==> config.mk <==
export PLATFORM = sky130hd
export DESIGN_NAME = pc_sequencer
export DESIGN_NICKNAME = d
export VERILOG_FILES = /design/src/rtl/pc_seq_pkg.sv /design/src/rtl/pc_ret_stack.sv /design/src/rtl/pc_sequencer.sv
export SDC_FILE = /design/constraint.sdc
export NUM_CORES = 1
export LEC_CHECK = 0
export ABC_AREA = 1
export BUFFER_PORTS_ARGS = -buffer_cell sky130_fd_sc_hd__buf_2
export CORE_MARGIN = 5
export CORE_UTILIZATION = 62
export CTS_CLUSTER_DIAMETER = 150
export DETAILED_ROUTE_END_ITERATION = 10
export HOLD_SLACK_MARGIN = 0.08
export PLACE_DENSITY = 0.85
export SYNTH_ARGS = -nofsm -noshare
export SYNTH_HDL_FRONTEND = slang
export SYNTH_SLANG_ARGS = --single-unit
==> constraint.sdc <==
create_clock -name clk -period 5 [get_ports clk]
set_clock_uncertainty 0.05 [all_clocks]
set_input_delay 0.75 -clock clk [delete_from_list [all_inputs] [get_ports clk]]
set_output_delay 0.75 -clock clk [all_outputs]
set_load 0.005 [all_outputs]
==> src/rtl/pc_seq_pkg.sv <==
// pc_seq_pkg: shared operation encoding and request priority decode for the PC sequencer.
//   op_e      - the single operation executed in a cycle
//   decode_op - fixed priority ret > call > load > rel > inc, OP_NONE when idle
package pc_seq_pkg;

    typedef enum logic [2:0] {
        OP_NONE,
        OP_INC,
        OP_REL,
        OP_LOAD,
        OP_CALL,
        OP_RET
    } op_e;

    function automatic op_e decode_op(
        input logic ret,
        input logic call,
        input logic load,
        input logic rel,
        input logic inc
    );
        return ret  ? OP_RET  :
               call ? OP_CALL :
               load ? OP_LOAD :
               rel  ? OP_REL  :
               inc  ? OP_INC  : OP_NONE;
    endfunction

endpackage

==> src/rtl/pc_ret_stack.sv <==
// pc_ret_stack: LIFO of return addresses for the PC sequencer.
//   clk, rst   - clock and asynchronous active-high reset (clears the pointer only)
//   push_i     - store data_i on top; ignored when full
//   pop_i      - discard the top entry; ignored when empty
//   data_i     - return address to push
//   data_o     - current top entry (valid only when not empty)
//   full_o     - pointer equals STACK_DEPTH
//   empty_o    - pointer equals zero
module pc_ret_stack #(
    parameter int ADDR_W      = 8,
    parameter int STACK_DEPTH = 4
) (
    input  logic              clk,
    input  logic              rst,
    input  logic              push_i,
    input  logic              pop_i,
    input  logic [ADDR_W-1:0] data_i,
    output logic [ADDR_W-1:0] data_o,
    output logic              full_o,
    output logic              empty_o
);

    localparam int PW = $clog2(STACK_DEPTH);

    logic [ADDR_W-1:0] mem_q [STACK_DEPTH];
    logic [PW:0]       sp_q, sp_d;
    logic [PW-1:0]     top_idx;
    logic              do_push, do_pop;

    always_comb begin
        full_o  = sp_q == (PW+1)'(STACK_DEPTH);
        empty_o = sp_q == '0;
        do_push = push_i && !full_o;
        do_pop  = pop_i && !empty_o;
        // The pointer names the next free slot, so the top lives one below it.
        top_idx = PW'(sp_q - 1'b1);
        data_o  = mem_q[top_idx];
        sp_d    = sp_q + (PW+1)'(do_push) - (PW+1)'(do_pop);
    end

    always_ff @(posedge clk or posedge rst) begin
        if (rst) sp_q <= '0;
        else     sp_q <= sp_d;
    end

    // Entries at or above the pointer are never read, so the storage needs no reset.
    always_ff @(posedge clk) begin
        if (do_push) mem_q[sp_q[PW-1:0]] <= data_i;
    end

endmodule

==> src/rtl/pc_sequencer.sv <==
// pc_sequencer: program counter with increment, jump, relative branch, call/return stack and sticky stack errors.
//   clk, rst              - clock and asynchronous active-high reset
//   PC_en                 - global enable; 0 stalls everything except err_clr
//   PC_inc/load/rel       - increment, absolute jump to load_addr, branch by signed offset
//   PC_call/PC_ret        - push PC+1 and jump to load_addr / pop into PC
//   load_addr, offset     - jump/call target and two's-complement branch offset
//   err_clr               - clears stk_ovf/stk_unf unless a new error occurs the same cycle
//   PC                    - registered program counter
//   stk_full, stk_empty   - stack status
//   stk_ovf, stk_unf      - sticky call-on-full and return-on-empty flags
module pc_sequencer
    import pc_seq_pkg::*;
#(
    parameter int ADDR_W      = 8,
    parameter int STACK_DEPTH = 4,
    parameter int RESET_VEC   = 0
) (
    input  logic              clk,
    input  logic              rst,
    input  logic              PC_en,
    input  logic              PC_inc,
    input  logic              PC_load,
    input  logic              PC_rel,
    input  logic              PC_call,
    input  logic              PC_ret,
    input  logic [ADDR_W-1:0] load_addr,
    input  logic [ADDR_W-1:0] offset,
    input  logic              err_clr,
    output logic [ADDR_W-1:0] PC,
    output logic              stk_full,
    output logic              stk_empty,
    output logic              stk_ovf,
    output logic              stk_unf
);

    op_e               op;
    logic [ADDR_W-1:0] pc_q, pc_d, pc_next, top;
    logic              ovf_q, ovf_d, unf_q, unf_d;
    logic              push, pop, ovf_ev, unf_ev;

    pc_ret_stack #(
        .ADDR_W      (ADDR_W),
        .STACK_DEPTH (STACK_DEPTH)
    ) u_stack (
        .clk     (clk),
        .rst     (rst),
        .push_i  (push),
        .pop_i   (pop),
        .data_i  (pc_next),
        .data_o  (top),
        .full_o  (stk_full),
        .empty_o (stk_empty)
    );

    always_comb begin
        op      = decode_op(PC_ret, PC_call, PC_load, PC_rel, PC_inc);
        pc_next = pc_q + ADDR_W'(1);
        push    = PC_en && op == OP_CALL && !stk_full;
        pop     = PC_en && op == OP_RET && !stk_empty;
        ovf_ev  = PC_en && op == OP_CALL && stk_full;
        unf_ev  = PC_en && op == OP_RET && stk_empty;
        // Same-width add wraps naturally; two's-complement offset makes rel a plain add.
        pc_d    = !PC_en         ? pc_q :
                  op == OP_RET   ? (stk_empty ? pc_q : top) :
                  op == OP_CALL  ? (stk_full ? pc_q : load_addr) :
                  op == OP_LOAD  ? load_addr :
                  op == OP_REL   ? pc_q + offset :
                  op == OP_INC   ? pc_next : pc_q;
        // A fresh error outranks a simultaneous clear.
        ovf_d   = ovf_ev || (ovf_q && !err_clr);
        unf_d   = unf_ev || (unf_q && !err_clr);
    end

    always_ff @(posedge clk or posedge rst) begin
        if (rst) begin
            pc_q  <= ADDR_W'(RESET_VEC);
            ovf_q <= 1'b0;
            unf_q <= 1'b0;
        end else begin
            pc_q  <= pc_d;
            ovf_q <= ovf_d;
            unf_q <= unf_d;
        end
    end

    assign PC      = pc_q;
    assign stk_ovf = ovf_q;
    assign stk_unf = unf_q;

endmodule

# Word-level counts from Yosys, hierarchy flattened
# Memories as Yosys holds them, arrays and structs flattened.
# Index checks and enable logic that the tools add are counted.
# Widths: inputs -> output; s select.
dict set report word_totals {
  regBits 13
  ramBits 32
  input_bits 25
  out_inout_bits 12
  wordCells 50
  memories 1
}
dict set report op_classes {
  add_sub_neg 5
  eq_ne 8
  n_mux 14
  n_reduce_logical 18
}
# memory depth width read_ports rd_clocked_by_memory_dff write_ports line
set memory_table {}
lappend memory_table {u_stack.mem_q 4 8 1 0 1 pc_ret_stack.sv:25} ;# logic [ADDR_W-1:0] mem_q [STACK_DEPTH];
# op count
set op_table {}
lappend op_table {{$mux 8} 7}
lappend op_table {{$logic_and 1x1->1} 10}
lappend op_table {{$eq 3x3->1 const B} 3}
lappend op_table {{$add 8x1->8 const B} 1}
lappend op_table {{$add 8x8->8} 1}
lappend op_table {{$eq 3x2->1 const B} 2}
lappend op_table {{$mux 3} 2}
lappend op_table {{$reduce_bool 5->1} 1}
lappend op_table {{$mux 2} 2}
lappend op_table {{$reduce_and 4->1} 1}
lappend op_table {{$add 3x1->3} 1}
lappend op_table {{$eq 3x1->1 const B} 1}
lappend op_table {{$logic_not 1->1} 3}
lappend op_table {{$logic_not 3->1} 1}
lappend op_table {{$mux 1} 3}
lappend op_table {{$ne 3x3->1 const B} 1}
lappend op_table {{$sub 3x1->3} 1}
lappend op_table {{$logic_or 1x1->1} 2}
lappend op_table {{$ne 2x2->1 const B} 1}
lappend op_table {{$sub 2x1->2 const B} 1}

# Depth between registers and ports, before layout
# Gate-level depths: netlist of the first run.
dict set report depth {
  ltp_word 11
  ltp_mapped 13
}

# Cells and area by module
# A second synthesis of the first run with hierarchy kept.
dict set report unflattened {
  hier_cells 374
  area_unflattened_um2 2975.4
}
# module n_inst cells_per_inst area_each_um2 seq_area_each_um2
set modules_own_cells {}
lappend modules_own_cells {pc_ret_stack 1 166 1726.7 1036.0}
lappend modules_own_cells {pc_sequencer 1 208 1248.7 250.2}

# Worst setup path before layout of the first run
# OpenSTA, ideal clock, no wires.
dict set report synth_timing {
  path_type {reg2reg}
  start {reg u_stack.sp_q[0]}
  end {reg u_stack.sp_q[2]}
  setup_time_ns 0.123
  arrival_time_ns 2.216
  path_slack_ns 2.612
  path_stages_with_launch 14
  n_path_buf 2
  period_less_slack_ns 2.388
  cell_sequence {dfrtp_1 buf_2 inv_2 buf_4 ha_1 inv_1 nor2_1 nor2_1 ha_1 inv_1 ha_1 inv_1 fa_1 xnor2_1}
}
# element line
set synth_lines {}
lappend synth_lines {{start: declaration} pc_ret_stack.sv:26} ;# logic [PW:0] sp_q, sp_d;
lappend synth_lines {{start signal: assignment} pc_ret_stack.sv:43} ;# else sp_q <= sp_d;
lappend synth_lines {{$logic_not 3->1 (*)} pc_ret_stack.sv:32} ;# empty_o = sp_q == '0;
lappend synth_lines {{named net stk_empty} pc_sequencer.sv:31} ;# output logic stk_empty,
lappend synth_lines {{$logic_not 1->1 (*)} {pc_ret_stack.sv:34, pc_sequencer.sv:59}}
lappend synth_lines {{$logic_and 1x1->1} pc_sequencer.sv:59} ;# pop = PC_en && op == OP_RET && !stk_empty;
lappend synth_lines {{$logic_and 1x1->1 (*)} pc_ret_stack.sv:34} ;# do_pop = pop_i && !empty_o;
lappend synth_lines {{$sub 3x1->3 (*)} pc_ret_stack.sv:38} ;# sp_d = sp_q + (PW+1)'(do_push) - (PW+1)'(do_pop);
lappend synth_lines {{named net u_stack.sp_d[2]} pc_ret_stack.sv:26}
# Mark *: on every way through the listed nets, which the timed path passes. The rest lies on a longest branch.
# A chain may end at the register's enable or synchronous reset.

# Final worst setup path of the first run
dict set report layout_timing {
  start {reg u_stack.sp_q[0]}
  end {mem u_stack.mem_q[3][5], enable pin}
}
dict set report layout_between {
  elab_chain_len 6
}
# element line
set layout_lines {}
lappend layout_lines {{$eq 3x3->1} pc_ret_stack.sv:31} ;# full_o = sp_q == (PW+1)'(STACK_DEPTH);
lappend layout_lines {{$logic_not 1->1} {pc_ret_stack.sv:33, pc_sequencer.sv:58}}
lappend layout_lines {{$logic_and 1x1->1} pc_sequencer.sv:58} ;# push = PC_en && op == OP_CALL && !stk_full;
lappend layout_lines {{$logic_and 1x1->1} pc_ret_stack.sv:33} ;# do_push = push_i && !full_o;
lappend layout_lines {{$mux 1} pc_ret_stack.sv:48} ;# if (do_push) mem_q[sp_q[PW-1:0]] <= data_i;
lappend layout_lines {{$mux 1 (implied by the code)} pc_ret_stack.sv:48}
lappend layout_lines {{end: declaration} pc_ret_stack.sv:25}
# Parallel ways exist; a longest one is shown, timed or not.

==> results by group, run 1 <==
Synthesis
  – Main synth FF type: edfxtp_1
  – #FFs+latches synth: 45
  – Post-synth ARST share: roughly 29%
  – Cell area after synthesis: ~2600 um^2
  – EDFF count, synth: 32
  – Yosys cell types: 34
  – Sequential area share after synthesis: 48.7%
  – Syn Inst Count: around 310
  – Syn_area_per_cell: 8.54 um^2
  – Mapped Nets: 350
  – Ys Warns: 0

Detailed routing
  – DRC violations left: 0
  – Drt total wl: about 5700 um
  – Vias: about 2200
  – Number of vias per cell: between 5 and 6
  – Iter 0 DRT Violations: roughly 110
  – DRT Pass-1 Iters: 4
  – Wire per inst: ~14 um
  – Antenna viol nets, final: 0

Timing
  – RSZ-0062 raised after global routing: false
  – Slew @ Worst Pin: around 740 ps
  – Setup TNS: 0 ps
  – Final hold viol count: 0
  – Final Max Tran Viols: 0
  – Tmin final: roughly 2700 ps
  – Finish-stage setup viols: 0
  – Final period utilization: a little over half
  – Max Clk Rate: 0.369 GHz
  – Slew HR: between 50% and 60%

Clocking
  – Root Buffer: clkbuf_8
  – Clk slew on worst S/H paths: ~80 ps
  – Worst-skew pair later-pin latency: just under 300 ps
  – CTS tree: done
  – Clock sinks: between 40 and 50
  – Max Root-Sink Buffers: 2
  – PostCTS Resize Cnt: 0
  – H-tree level count: 2
  – Total CTS buffers: 5
  – CTS Hold Buffers Added: 0
  – Post-CTS Repair Setup Buffers: 0

Place
  – PortBufs: 36
  – Gpl congestion: 0.847
  – Hpwl dp: about 4500 um

Worst setup path
  – Flop-to-flop setup slack: roughly 2300 ps
  – Critical Path AT: between 2000 and 3000 ps
  – CP max FO: 19
  – Crit. End Element: register
  – Worst setup path class: reg2reg
  – Worst path required time: between 4000 and 5000 ps
  – Crit path launch type: register

Global route
  – Tot GR Track Use: a little under a quarter
  – Pin count of the biggest net entering global routing: 20
  – Initial antenna violation count: 0
  – First-pass GRT wire length: 9720 um
  – Vias in the first global route: approximately 2100
  – Aggregate global routing overflow: 0

Final layout
  – Share of cells above drive strength 1: roughly 15%
  – Inserted Diodes: 0
  – Area growth, synth to finish: 10.9%
  – Final nets: 387

Floorplanning
  – Core box area: approximately 4100 um^2
  – Die X: roughly 75 um
  – Die area: 5660 um^2
  – IO Pins: 37
  – Cell Rows: 23
  – Die H: between 70 and 80 um
  – Starting Density: between 60% and 70%

Power
  – Static Leak: approximately 1.4 nW
  – Peak VDD IR: around 0.00042 V
  – Power, Total: 1.58 mW
  – Pwr dens: roughly 540 nW/um^2

Worst hold path
  – HP Class: in2async

Run
  – Max Cap Viol: 0

Run status
  – Status: finished clean
final timing paths:
check	depth (start not counted)	end	startpoint
worst min register to register	2	stk_unf$_DFF_PP0_	stk_unf$_DFF_PP0_
worst max-delay path	7	u_stack.mem_q[3][5]$_DFFE_PP_	u_stack.sp_q[0]$_DFF_PP0_
max in group asynchronous	2	PC[2]$_DFFE_PP0P_	rst
min in group clk	2	stk_unf$_DFF_PP0_	stk_unf$_DFF_PP0_
worst max register to register	7	u_stack.mem_q[3][5]$_DFFE_PP_	u_stack.sp_q[0]$_DFF_PP0_
worst min-delay path	2	u_stack.sp_q[1]$_DFF_PP0_	rst
per-stage QoR:
step / cells / setup slack (ps) / hold WS [ps] / utilization, % / cell area, um^2
4_1_cts: 397 / 2280 / 458 / 72.2 / 2930
2_1_floorplan: 309 / 2610 / 476 / - / 2640
3_5_place_dp: 389 / 2290 / 476 / 70.2 / 2850
5_1_grt: 397 / 2050 / 485 / 72.2 / 2930
6_report: 397 / 2290 / 444 / 72.2 / 2930
3_3_place_gp: 389 / 2510 / 476 / 70.2 / 2850
registers in the layout, summed over array words and instances, names as in the netlist:
| register | count |
|---|---|
| stk_ovf | 1 |
| stk_unf | 1 |
| u_stack.mem_q | 32 |
| u_stack.sp_q | 3 |
| PC | 8 |
routing by layer:
layer	up-vias	track usage (%)	share of wire, %
li1	1083	-	-
met1	1021	28.4	41
met2	63	40.0	52
met3	8	4.41	5.4
met4	0	5.44	1.3
met5	-	0	0
worst max-delay path: stages, from the launching register on:
cell	delay [ps]
dfrtp_1	720
inv_2	290
ha_1	290
nand2_1	80
inv_1	80
nor2_1	160
inv_1	90
nor2_1	570
kinds of logic (layout without fill, tap and decap cells):
family                     count (synthesis)  after routing  synth area share, %
AOI/OAI and AO/OA                         49             49                 10.4
xor gates and xnor gates                   8              8                 2.65
adders and majority gates                 16             16                 8.15
buffers and inverters                     50             88                 7.54
DFF                                       45             45                 48.7
and+or+nand+nor                          141            141                 22.5
cells in the final DEF (no fill, tap or decap), drive strengths merged, types with 2 or more instances in the layout:
| cell type | n |
|---|---|
| o21ai | 24 |
| fa | 2 |
| dfrtp | 13 |
| nand2 | 72 |
| nor2 | 43 |
| or2 | 3 |
| inv | 44 |
| xor2 | 5 |
| clkbuf | 7 |
| o22ai | 3 |
| ha | 14 |
| a21oi | 12 |
| and2 | 2 |
| edfxtp | 32 |
| a31oi | 5 |
| nand3 | 19 |
| buf | 36 |
| xnor2 | 3 |
layout make-up:
type / instances / area, um^2
Clock buffer: 7 / 76.3
Sequential cell: 45 / 1290
Tap cell: 50 / 62.6
Clock inverter: 1 / 3.75
Multi-Input combinational cell: 214 / 1150
Inverter: 44 / 165
Fill cell: 313 / 1130
Timing Repair Buffer: 36 / 180
where the power goes:
part	internal (mW)	switching, mW
clock network	0.0974	0.110
logic	0.282	0.472
registers	0.519	0.102
synth_stat cells (2+ instances only):
library cell  instances  area, um^2
fa_1                  2        40.0
dfrtp_1              13         325
nand2_1              71         267
xnor2_1               3        26.3
inv_1                42         158
ha_1                 14         175
buf_4                 2        15.0
xor2_1                5        43.8
o21ai_1               5        25.0
a31oi_1               5        31.3
o21ai_0              19        95.1
o22ai_1               3        18.8
nand3_1              18        90.1
and2_1                2        12.5
nor2_1               39         146
edfxtp_1             32         961
a21oi_1              12        60.1
buf_2                 3        15.0
inv_2                 2        7.51
nor2_2                3        18.8
(Power assumes the default switching activity.)
==> run 2, diff against run 1 <==
Settings changed: CORE_UTILIZATION 62 to 57, PLACE_DENSITY 0.85 to 0.79.
Clock period 5 ns to 2.69 ns, I/O delays scaled along.
==> run 2 against run 1 <==
Sequential power is 78% higher. Worst setup slack lost 1800 ps. Count of clock-buffer cells in the layout decreased by 2. Final area increased by 1.6%. Critical endpoint is now u_stack.sp_q[2]$_DFF_PP0_.
==> results by group, run 2 (same netlist as run 1, synthesis figures left out) <==
Place
  – Gpl congestion: 0.877 (was 0.847)
  – Hpwl dp: 4250 um (was 4490 um)
  – DP Worst Slack: 535 ps (was 2290 ps)
  – PortBufs: 36 (unchanged)

Final layout
  – Most frequent cells in the layout: 71 x nand2_1, 42 x inv_1, 39 x nor2_1 (unchanged)
  – Max reg flops: 32 (unchanged)
  – Area growth, synth to finish: 12.7% (was 10.9%)
  – Most common cell after layout, fill and taps aside: nand2_1 (unchanged)
  – Inserted Diodes: 0 (unchanged)
  – Final nets: 392 (was 387)
  – Share of cells above drive strength 1: 17.0% (was 15.0%)

Clocking
  – Total CTS buffers: 5 (unchanged)
  – Root Buffer: clkbuf_8 (unchanged)
  – Worst-skew pair later-pin latency: 290 ps (about the same)
  – Clk slew on worst S/H paths: 90 ps (was 80 ps)
  – CTS Hold Buffers Added: 0 (unchanged)
  – Max Root-Sink Buffers: 2 (unchanged)
  – Post-CTS Repair Setup Buffers: 0 (unchanged)
  – CTS tree: done (unchanged)
  – Clock sinks: 45 (unchanged)
  – PostCTS Resize Cnt: 0 (unchanged)
  – H-tree level count: 2 (unchanged)

Detailed routing
  – Iter 0 DRT Violations: 147 (was 113)
  – DRC violations left: 0 (unchanged)
  – Drt total wl: 5600 um (was 5750 um)
  – Number of vias per cell: 5.37 (was 5.48)
  – DRT Pass-1 Iters: 4 (unchanged)
  – Wire per inst: 13.9 um (was 14.5 um)
  – Antenna viol nets, final: 0 (unchanged)
  – Vias: 2169 (was 2175)

Global route
  – Pin count of the biggest net entering global routing: 19 (was 20)
  – First-pass GRT wire length: 9520 um (was 9720 um)
  – Initial antenna violation count: 0 (unchanged)
  – Aggregate global routing overflow: 0 (unchanged)
  – Tot GR Track Use: 19.4% (was 22.5%)
  – Vias in the first global route: 2095 (was 2133)

Worst setup path
  – Critical Path AT: 2300 ps (was 2580 ps)
  – Worst path required time: 2820 ps (was 4870 ps)
  – Crit. End Element: register (unchanged)
  – Crit path launch type: register (unchanged)
  – CP max FO: 5 (was 19)
  – Worst setup path class: reg2reg (unchanged)

Power
  – Peak VDD IR: 0.000708 V (was 0.000419 V)
  – Power, Total: 2.96 mW (was 1.58 mW)
  – Pwr dens: 995 nW/um^2 (was 541 nW/um^2)
  – Static Leak: 1.39 nW (was 1.36 nW)

Timing
  – RSZ-0062 raised after global routing: false (unchanged)
  – Setup TNS: 0 ps (unchanged)
  – Final setup margin: 523 ps (was 2290 ps)
  – Tmin final: 2170 ps (was 2710 ps)
  – Max Clk Rate: 0.461 GHz (was 0.369 GHz)
  – Slew @ Worst Pin: 752 ps (was 736 ps)
  – Final hold viol count: 0 (unchanged)
  – Final period utilization: 80.6% (was 54.2%)
  – Finish-stage setup viols: 0 (unchanged)
  – Slew HR: 49.7% (was 50.8%)
  – Final Max Tran Viols: 0 (unchanged)

Floorplanning
  – Starting Density: 59.8% (was 65.1%)
  – Cell Rows: 24 (was 23)
  – Core box area: 4410 um^2 (was 4060 um^2)
  – Die X: 78.1 um (was 75.3 um)
  – Die H: 78.1 um (was 75.3 um)
  – IO Pins: 37 (unchanged)
  – Die area: 6090 um^2 (was 5660 um^2)

Run
  – Max Cap Viol: 0 (unchanged)

Run status
  – Status: finished clean (unchanged)

Worst hold path
  – HP Class: in2async (unchanged)
## run 2: cell count changes in the layout (fill, tap and decap cells not counted)
cell        before  now
buf_4            0    5
clkbuf_1         2    0
clkinv_1         1    0
clkinv_2         0    2
clkinvlp_4       0    1
## run 2: where the power goes
group | switching (mW) | total (mW) | leakage (nW) | internal [mW]
clock network | 0.223 | 0.402 | 0.0439 | 0.179
logic | 0.898 | 1.44 | 0.902 | 0.546
registers | 0.148 | 1.11 | 0.449 | 0.965
total | 1.27 | 2.96 | 1.39 | 1.69
## run 2: metrics by stage
| stage | instances | instance area, um^2 | hold slack, ps | util [%] |
|---|---|---|---|---|
| after CTS | 404 | 2980 | 116 | 67.4 |
| final | 404 | 2980 | 98.5 | 67.4 |
| after detailed placement | 396 | 2890 | 435 | 65.4 |
| after floorplan | 309 | 2640 | 230 | - |
| after global routing | 404 | 2980 | 127 | 67.4 |
| after global placement | 396 | 2890 | 419 | 65.4 |
## run 2: worst max-delay path: stages (launching register included)
cell and delay [ps]:
dfrtp_1 460, inv_1 110, ha_1 160, inv_1 40, nor2_1 170, nor2_1 60, ha_1 260, inv_1 60
ha_1 130, inv_1 50, fa_1 360, xnor2_1 130
## run 2: final timing paths
check	to	cells after the start	from	slack, ps
min in group clk	stk_ovf$_DFF_PP0_	2	err_clr	260
max reg2reg	u_stack.sp_q[2]$_DFF_PP0_	11	u_stack.sp_q[1]$_DFF_PP0_	520
max in group asynchronous	u_stack.sp_q[1]$_DFF_PP0_	2	rst	2120
max	u_stack.sp_q[2]$_DFF_PP0_	11	u_stack.sp_q[1]$_DFF_PP0_	520
min	PC[7]$_DFFE_PP0P_	2	rst	100
min reg2reg	stk_ovf$_DFF_PP0_	2	stk_ovf$_DFF_PP0_	500
## run 2: layout make-up
class	instances	area, um^2
sequential	45	1290
timing repair buffer	41	218
inverter	44	165
tap	52	65.1
multi-input combinational	214	1150
clock inverter	3	17.5
fill	367	1440
clock buffer	5	68.8
## run 2: routing by layer
metal | global-route usage, % | wire length [um] | vias up
met3 | 4.12 | 342 | 2
met5 | 0 | 0 | -
met2 | 32.9 | 2810 | 55
met1 | 25.9 | 2430 | 1015
met4 | 3.55 | 18 | 0
li1 | - | - | 1097
